File: src/rtl/configs_loader.sv
// configs_loader: write-side sequencer for the configuration-latch bank.
// Takes configuration words over valid/ready and, per word, drives the
// data bus followed by a one-cycle-guarded one-hot latch enable so the
// transparent latches always see stable data around their strobe.
//
// state    | meaning
// ---------+----------------------------------------------------------
// S_IDLE   | no load active; waits for io_start
// S_WAIT   | ready high; waits for a valid word at the current index
// S_SETUP  | new word on io_d_out, all enables low (setup margin)
// S_STROBE | enable[idx] high for STROBE_LEN cycles
// S_HOLD   | enables low, data unchanged (hold margin); advance or finish
// S_DONE   | one-cycle io_done pulse, then back to idle
module configs_loader #(
  parameter int WORD_W     = 32,
  parameter int NUM_WORDS  = 34,
  parameter int IDX_W      = 6,
  parameter int STROBE_LEN = 2
) (
  input  logic                 clk,
  input  logic                 reset,
  input  logic                 io_start,
  input  logic                 io_abort,
  input  logic [WORD_W-1:0]    io_word_in,
  input  logic                 io_word_valid,
  output logic                 io_word_ready,
  output logic [WORD_W-1:0]    io_d_out,
  output logic [NUM_WORDS-1:0] io_configs_en,
  output logic [IDX_W-1:0]     io_word_idx,
  output logic                 io_busy,
  output logic                 io_done
);

  localparam int CNT_W = (STROBE_LEN > 1) ? $clog2(STROBE_LEN) : 1;

  localparam logic [2:0] S_IDLE   = 3'd0;
  localparam logic [2:0] S_WAIT   = 3'd1;
  localparam logic [2:0] S_SETUP  = 3'd2;
  localparam logic [2:0] S_STROBE = 3'd3;
  localparam logic [2:0] S_HOLD   = 3'd4;
  localparam logic [2:0] S_DONE   = 3'd5;

  logic [2:0]           r_state;
  logic [IDX_W-1:0]     r_idx;
  logic [CNT_W-1:0]     r_cnt;
  logic [WORD_W-1:0]    r_d_out;
  logic [NUM_WORDS-1:0] r_en;
  logic                 r_ready;
  logic                 r_busy;
  logic                 r_done;

  logic [2:0]           w_state_nxt;
  logic [IDX_W-1:0]     w_idx_nxt;
  logic [CNT_W-1:0]     w_cnt_nxt;
  logic [NUM_WORDS-1:0] w_en_nxt;
  logic                 w_accept;

  // Ready is a registered copy of (state == S_WAIT), so this is a real handshake.
  assign w_accept = r_ready && io_word_valid;

  // Next-state, index and strobe-counter logic; abort overrides everything.
  always_comb begin
    w_state_nxt = r_state;
    w_idx_nxt   = r_idx;
    w_cnt_nxt   = r_cnt;
    if (io_abort) begin
      w_state_nxt = S_IDLE;
      w_idx_nxt   = '0;
      w_cnt_nxt   = '0;
    end else begin
      case (r_state)
        S_IDLE: begin
          if (io_start) begin
            w_state_nxt = S_WAIT;
            w_idx_nxt   = '0;
          end
        end
        S_WAIT: begin
          if (w_accept) w_state_nxt = S_SETUP;
        end
        S_SETUP: begin
          w_state_nxt = S_STROBE;
          w_cnt_nxt   = '0;
        end
        S_STROBE: begin
          if (r_cnt == CNT_W'(STROBE_LEN - 1)) begin
            w_state_nxt = S_HOLD;
            w_cnt_nxt   = '0;
          end else begin
            w_cnt_nxt = r_cnt + CNT_W'(1);
          end
        end
        S_HOLD: begin
          if (r_idx == IDX_W'(NUM_WORDS - 1)) begin
            w_state_nxt = S_DONE;
          end else begin
            w_idx_nxt   = r_idx + IDX_W'(1);
            w_state_nxt = S_WAIT;
          end
        end
        S_DONE: begin
          w_state_nxt = S_IDLE;
          w_idx_nxt   = '0;
        end
        default: begin
          w_state_nxt = S_IDLE;
          w_idx_nxt   = '0;
          w_cnt_nxt   = '0;
        end
      endcase
    end
  end

  // One-hot enable decoded from the next state so the registered output is glitch-free.
  always_comb begin
    w_en_nxt = '0;
    if (w_state_nxt == S_STROBE) w_en_nxt = NUM_WORDS'(1) << w_idx_nxt;
  end

  // State and Moore-decoded output registers.
  always_ff @(posedge clk) begin
    if (reset) begin
      r_state <= S_IDLE;
      r_idx   <= '0;
      r_cnt   <= '0;
      r_en    <= '0;
      r_ready <= 1'b0;
      r_busy  <= 1'b0;
      r_done  <= 1'b0;
    end else begin
      r_state <= w_state_nxt;
      r_idx   <= w_idx_nxt;
      r_cnt   <= w_cnt_nxt;
      r_en    <= w_en_nxt;
      r_ready <= (w_state_nxt == S_WAIT);
      r_busy  <= (w_state_nxt != S_IDLE);
      r_done  <= (w_state_nxt == S_DONE);
    end
  end

  // Data register moves only on an accepted, non-aborted transfer.
  always_ff @(posedge clk) begin
    if (reset) begin
      r_d_out <= '0;
    end else if (w_accept && !io_abort) begin
      r_d_out <= io_word_in;
    end
  end

  assign io_word_ready = r_ready;
  assign io_d_out      = r_d_out;
  assign io_configs_en = r_en;
  assign io_word_idx   = r_idx;
  assign io_busy       = r_busy;
  assign io_done       = r_done;

endmodule

File: config.mk
export PLATFORM = sky130hd
export DESIGN_NAME = configs_loader
export DESIGN_NICKNAME = d
export VERILOG_FILES = /design/src/rtl/configs_loader.sv
export SDC_FILE = /design/constraint.sdc
export NUM_CORES = 1
export LEC_CHECK = 0
export ABC_AREA = 1
export CAP_MARGIN = 10
export CELL_PAD_IN_SITES_DETAIL_PLACEMENT = 1
export CELL_PAD_IN_SITES_GLOBAL_PLACEMENT = 1
export CORE_MARGIN = 1.5
export CORE_UTILIZATION = 27
export DETAILED_ROUTE_END_ITERATION = 12
export PLACE_DENSITY = 0.84
export REMOVE_ABC_BUFFERS = 1
export SYNTH_ARGS = -nofsm -noshare
export SYNTH_HDL_FRONTEND = slang
export SYNTH_SLANG_ARGS = --single-unit
File: constraint.sdc
create_clock -name clk -period 1.6 [get_ports clk]
set_input_delay 0.48 -clock clk [delete_from_list [all_inputs] [get_ports clk]]
set_output_delay 0.48 -clock clk [all_outputs]
set_load 0.005 [all_outputs]
==> results of run 1 <==
==> power groups by stage <==
| stage | registers, W | logic, W | clock network (W) |
|---|---|---|---|
| finish | 0.00199 | 0.000245 | 0.00152 |
| global route | 0.00200 | 0.000264 | 0.00165 |
| CTS | 0.00200 | 0.000235 | 0.00157 |
| detailed placement | 0.00205 | 0.000239 | 0 |
| global placement | 0.00204 | 0.000231 | 0 |
| floorplan | 0.00205 | 0.0000535 | 0 |
==> per-layer routing <==
metal | GRT usage [%] | part of all wire, % | vias to the layer above
met3 | 4.453 | 4.8 | 19
met1 | 21.42 | 42 | 1446
met2 | 34.64 | 51 | 100
met5 | 0 | 0 | -
li1 | - | - | 1436
met4 | 7.339 | 2.0 | 0
==> critical path, delay by kind of cell (launching register included) <==
family,cells,cell delay (ns)
adders and majority gates,1,0.13
and+or+nand+nor,4,0.70
AOI/OAI and AO/OA,1,0.17
DFF,1,0.37
xor gates and xnor gates,1,0.16
buffers and inverters,1,0.10
==> logic make-up (layout without fill, tap and decap cells) <==
kind of cell,count (synthesis),count (layout)
flip-flops,79,79
AO/OA/AOI/OAI,42,42
buffers and inverters,34,198
adder cells (fa/ha/maj),2,2
XOR/XNOR,2,2
AND/OR/NAND/NOR,186,189
==> per-stage QoR <==
step           setup TNS (ns)  std cells  hold WS, ns
3_3_place_gp           -21.98        615       0.4900
6_report               -1.727        648       0.5115
4_1_cts               -0.2132        647       0.5170
5_1_grt                -4.938        648       0.5479
2_1_floorplan          -22.34        331       0.4727
3_5_place_dp           -26.20        615       0.5032
==> registers in the layout (all words and copies together), names as in the netlist <==
name           count
r_state            3
io_word_ready      1
io_d_out          32
io_word_idx        6
io_busy            1
io_configs_en     34
io_done            1
r_cnt              1
==> timing repair <==
| item | CTS | global route |
|---|---|---|
| cloned | 2 | 1 |
| pin swaps | 24 | 18 |
| gates resized for setup | 157 | 41 |
| buffers inserted | 14 | 1 |
| setup endpoints to repair | 113 | 46 |
| hold buffers | 0 | 0 |
==> worst max-delay path by stage <==
| stage | from | endpoint | slack (ns) | depth (start not counted) |
|---|---|---|---|---|
| 2_1_floorplan | io_word_valid | io_d_out[0] | -0.70 | 5 |
| 3_3_place_gp | io_word_valid | io_configs_en[23] | -0.42 | 7 |
| 3_5_place_dp | io_word_valid | io_configs_en[2] | -0.51 | 7 |
| 4_1_cts | io_word_idx[0] | io_configs_en[28] | -0.05 | 9 |
| 5_1_grt | io_word_idx[3] | io_configs_en[30] | -0.18 | 11 |
| 6_report | io_word_idx[0] | io_configs_en[31] | -0.10 | 8 |
==> final cells by class <==
class                   instances  area [µm²]
fillers                      1205        5306
flip-flops and latches         79        1625
repair buffers                162        1443
multi-input cells             235        1394
well taps                     136       170.2
clock buffers                  12       155.1
inverters                      20       85.08
clock inverters                 4       52.55
==> cells in the final DEF (no fill, tap or decap), types with 6 or more instances in the layout <==
| cell | Yosys | routed |
|---|---|---|
| inv_1 | 17 | 10 |
| inv_2 | 2 | 8 |
| dfxtp_1 | 79 | 54 |
| clkbuf_8 | 0 | 11 |
| dlygate4sd2_1 | 0 | 74 |
| o21ai_0 | 35 | 33 |
| buf_4 | 0 | 42 |
| nand4_1 | 13 | 13 |
| buf_6 | 2 | 7 |
| nand2_1 | 31 | 14 |
| nand2_2 | 4 | 17 |
| nor2_1 | 110 | 94 |
| clkdlybuf4s50_1 | 0 | 35 |
| dfxtp_2 | 0 | 20 |
| nand3_2 | 0 | 6 |
| nor2_4 | 1 | 6 |
| nand3_1 | 14 | 6 |
| nor2_2 | 7 | 18 |
==> cell usage after synthesis <==
cell,instances,area share (%)
dfxtp_1,79,56
buf_2,2,0.35
clkinv_1,1,0.13
nor3b_1,1,0.27
a21oi_2,2,0.62
nor3_1,1,0.18
and3_2,1,0.27
nor2_1,110,15
nor2_4,1,0.40
nor3_4,1,0.57
nand2_2,4,0.88
clkbuf_1,10,1.3
ha_1,2,0.88
a2111oi_0,1,0.31
o21ai_0,35,6.2
a21oi_1,2,0.35
nand3_4,1,0.62
inv_1,17,2.3
o21ai_2,2,0.62
xor2_1,2,0.62
nand4_1,13,2.9
nand3_1,14,2.5
nand2_1,31,4.1
nand3b_4,1,0.71
inv_2,2,0.27
buf_6,2,0.79
nor2_2,7,1.5
==> out/results.ini, run 1 <==
[floorplan]
coreArea_um2=10230
rows=37
dieArea_um2=11120
die_h_um=105.4
die_w_um=105.4
start_util_pct=27.69
io_pins=112

[pwr]
combinationalPowerShare_pct=6.5
internal-power_w=0.002932
power_frac_seq_pct=53.0
switching_share_pct=22.11
clkPwrFrac_pct=40.5
total_power_w=0.003764
switchingPower_w=0.0008321
leakage_nw=2.343
vdd_drop_max_mv=0.4009
p_per_area_nw_per_um2=764.3

[routing]
viasPerCell=4.631
dr.pass1.iters=4
wl_per_cell_um=16.43
routed-via-count=3001
drt_iter0_drc=117
ant_nets=0
drc_errors=0
drt_wl_total_mm=10.64

[synth]
synthXorXnorAreaFrac_pct=0.6184
seq_area_frac_synth_pct=55.83
yosysWarnings=0
synth-simple-area-share_pct=29.46
netlist_area_um2=2833
ys_ff_latch=79
synthMuxAreaShare_pct=0
synth_fa_ha_area_share_pct=0.8834
netlist_instances=345
synth_cell_types=27
syn_area_per_cell_um2=8.211
synth_top_family_by_area=simple AND/OR/NAND/NOR gates
synth-compound-area-share_pct=8.083

[placed_design]
dpl_cell_area_um2=4334
dp_hpwl_mm=6.906
place_congestion=0.8169
numPortBuffers=111
place_ws_ns=-0.5076

[final_layout]
final_cell_area_um2=4925
layout.nets=546
fin_util_pct=48.14
syn2layout_area_growth_pct=73.85
antenna_cells=0
drive_gt1_share_pct=33.40

[clock_tree]
h-tree-depth=3
clk_latency_ns=0.35
cts-root-buf=clkbuf_8
clk_pin_slew_ns=0.08
cts_tree=done
cts_buffer_depth=2
clock_sinks=79
cts_buffers=9

[critical_path]
reg2reg_from=io_word_idx[0]
critPathRequiredTime_ns=1.88
cp_slowest_cell=dfxtp_4
rrSetupSlack_ns=-0.10
critPathLaunchType=flip-flop
criticalPathCategory=reg2reg
cp_data_arrival_time_ns=1.98
ff2ff_path_depth=8
rr_endpoint=io_configs_en[31]
critPathMaxFanout=8
path_cells=buf_6 -> ha_4 -> nand3_1 -> xor2_1 -> o21ai_1 -> nand2_2 -> nand3b_4 -> nor2_2
slowest_delay_ns=0.37
end_kind=flip-flop

[min_path]
whs_path_depth=1
whs_endpoint=r_cnt
hold_class=reg2reg
min-delay-start=r_cnt

[timing]
final_hold_viol_count=0
period_share_pct=106.3
relSlewSlack_pct=79.50
rsz0062_at_grt=yes
tightest_slew_ns=0.2997
clock.fmax_mhz=587.8
skew_ns=0.007797
slew_viol_final=0
fin_ws_ns=-0.1014
fin_crit_ns=1.701
setup_viol=31

[global_route]
grt_usage_pct=19.05
grt_start_max_net_pins=33
antenna_found_initial=0
grt_overflow=0
first_global_vias=3227
grt_pass1_wl_mm=16.35

[flow_run]
max_cap_violations=0

[run_status]
status=finished with violations
violations=negative setup slack

No activity file was read; power rests on OpenSTA's default activity.
==> run 2, diff against run 1 <==
SETUP_SLACK_MARGIN = 0.15   (was not set)
==> run 2 against run 1 <==
Compared with the run above: the flow still finishes with violations (negative setup slack); fmax fell by 1.1%; clock power hardly changed; utilization increased by 4.3 points; clock-buffer cell count stayed put; hold slack gained 0.0077 ns; final area grew 8.9%; clock skew up 0.0035 ns; via count up 5.3%; critical path type unchanged; largest cell class is now buffers.
==> out/results.ini, run 2 (synthesis gave the netlist of run 1 again) <==
[run_status]
status=finished with violations
violations=negative setup slack

[timing]
relSlewSlack_pct=77.63
skew_ns=0.01127
fin_crit_ns=1.720
clock.fmax_mhz=581.4
setup_viol=35
fin_ws_ns=-0.1201
rsz0062_at_grt=yes
tightest_slew_ns=0.3271
slew_viol_final=0
period_share_pct=107.5
fin_setup_tns_ns=-2.217
final_hold_viol_count=0

[final_layout]
drive_gt1_share_pct=41.86
antenna_cells=0
largest_reg_flops=34
final_common_cell=nor2_1
syn2layout_area_growth_pct=89.35
final_cell_mix=87 x nor2_1, 51 x dlygate4sd2_1, 50 x dfxtp_1
layout.nets=562
fin_cells=664

[placed_design]
place_congestion=0.8169
numPortBuffers=111
place_inst=615
dp_hpwl_mm=6.906

[global_route]
antenna_found_initial=0
first_global_vias=3384
met2_usage_pct=37.07
grt_pass1_wl_mm=17.37
use_met3_pct=4.947
busiest_layer=met2
grt_use_met1_pct=22.54
grt_start_max_net_pins=33
grt_overflow=0
grt_usage_pct=20.45

[clock_tree]
clock_sinks=79
cts_tree=done
h-tree-depth=3
cts-root-buf=clkbuf_8
clk_pin_slew_ns=0.09
cts_buffer_depth=2
cts_buffers=9
clk_latency_ns=0.35

[critical_path]
criticalPathCategory=reg2reg
path_cells=nor2_4 -> nand2_4 -> inv_4 -> buf_6 -> nand3_4 -> o21ai_4 -> nand2_4 -> buf_6 -> nand4_1 -> buf_4 -> nor2_4
cp_data_arrival_time_ns=1.96
critPathRequiredTime_ns=1.84
rrSetupSlack_ns=-0.12
end_kind=flip-flop
slowest_delay_ns=0.37
cp_slowest_cell=dfxtp_4
critPathLaunchType=flip-flop
critPathMaxFanout=4

[pwr]
p_per_area_nw_per_um2=712.1
total_power_w=0.003819
leakage_nw=2.479
vdd_drop_max_mv=0.3972

[flow_run]
max_cap_violations=0

[floorplan]
die_h_um=105.4
die_w_um=105.4
start_util_pct=27.69
rows=37
coreArea_um2=10230
dieArea_um2=11120
io_pins=112

[routing]
viasPerCell=4.758
ant_nets=0
drt_iter0_drc=113
wl_per_cell_um=18.49
drc_errors=0
drt_wl_total_mm=12.28
routed-via-count=3159
dr.pass1.iters=4

[min_path]
hold_class=reg2reg

## run 2: cell types whose count changed in the layout (fill, tap and decap cells not counted), sizes merged
| cell | change |
|---|---|
| clkinv | +1 |
| inv | -1 |
| dlymetal6s2s | +3 |
| clkdlybuf4s15 | +15 |
| clkbuf | +3 |
| clkdlybuf4s50 | -3 |
| buf | +21 |
| dlygate4sd2 | -23 |
## run 2: area by class of cell
class | instances | area, µm²
Clock buffer | 12 | 155.1
Inverter | 20 | 93.84
Clock inverter | 4 | 52.55
Tap cell | 136 | 170.2
Multi-Input combinational cell | 235 | 1603
Timing Repair Buffer | 178 | 1659
Fill cell | 1175 | 4867
Sequential cell | 79 | 1630
## run 2: power breakdown
| part | total (W) | internal [W] | switching, W | leakage (nW) |
|---|---|---|---|---|
| combinational | 0.000273 | 0.000148 | 0.000125 | 1.72 |
| clock | 0.00155 | 0.000813 | 0.000738 | 0.107 |
| sequential | 0.00200 | 0.00198 | 0.0000134 | 0.654 |
## run 2: stage by stage
stage | utilization [%] | cell area, µm² | hold slack [ns] | worst slack [ns]
after floorplan | - | 2763 | 0.4727 | -0.6978
after global placement | 42.36 | 4334 | 0.4900 | -0.4200
after detailed placement | 42.36 | 4334 | 0.5032 | -0.5076
after CTS | 49.20 | 5034 | 0.5170 | -0.05913
after global routing | 52.43 | 5364 | 0.5502 | -0.2055
final | 52.43 | 5364 | 0.5193 | -0.1201
## run 2: path summary, 6_finish.rpt
kind,start,endpoint,cells after the start
setup / recovery,r_state[0],io_configs_en[0],11
hold / removal,io_d_out[31],io_d_out[31],2
setup reg to reg,r_state[0],io_configs_en[0],11
hold reg to reg,io_d_out[31],io_d_out[31],2
## run 2: critical path: cells and delay by family (launching register included)
family,cells,cell delay [ns]
AO/OA/AOI/OAI,1,0.10
buffers and inverters,4,0.50
flip-flops,1,0.37
AND/OR/NAND/NOR,6,0.63
## run 2: metal layers
layer  share of wire (%)  wire (µm)  vias up
met5                   0          0        -
met4                 3.6        442        0
met3                 5.2        644       37
met2                  52       6344      132
met1                  39       4848     1521
li1                    -          -     1469
## run 2: what timing repair did
item,in CTS,in global routing
hold buffers,0,0
gates resized for setup,229,78
setup buffers,18,11
cloned,4,0
endpoints found under the hold margin,0,0
pin swaps,54,52
endpoints found under the setup margin,150,101
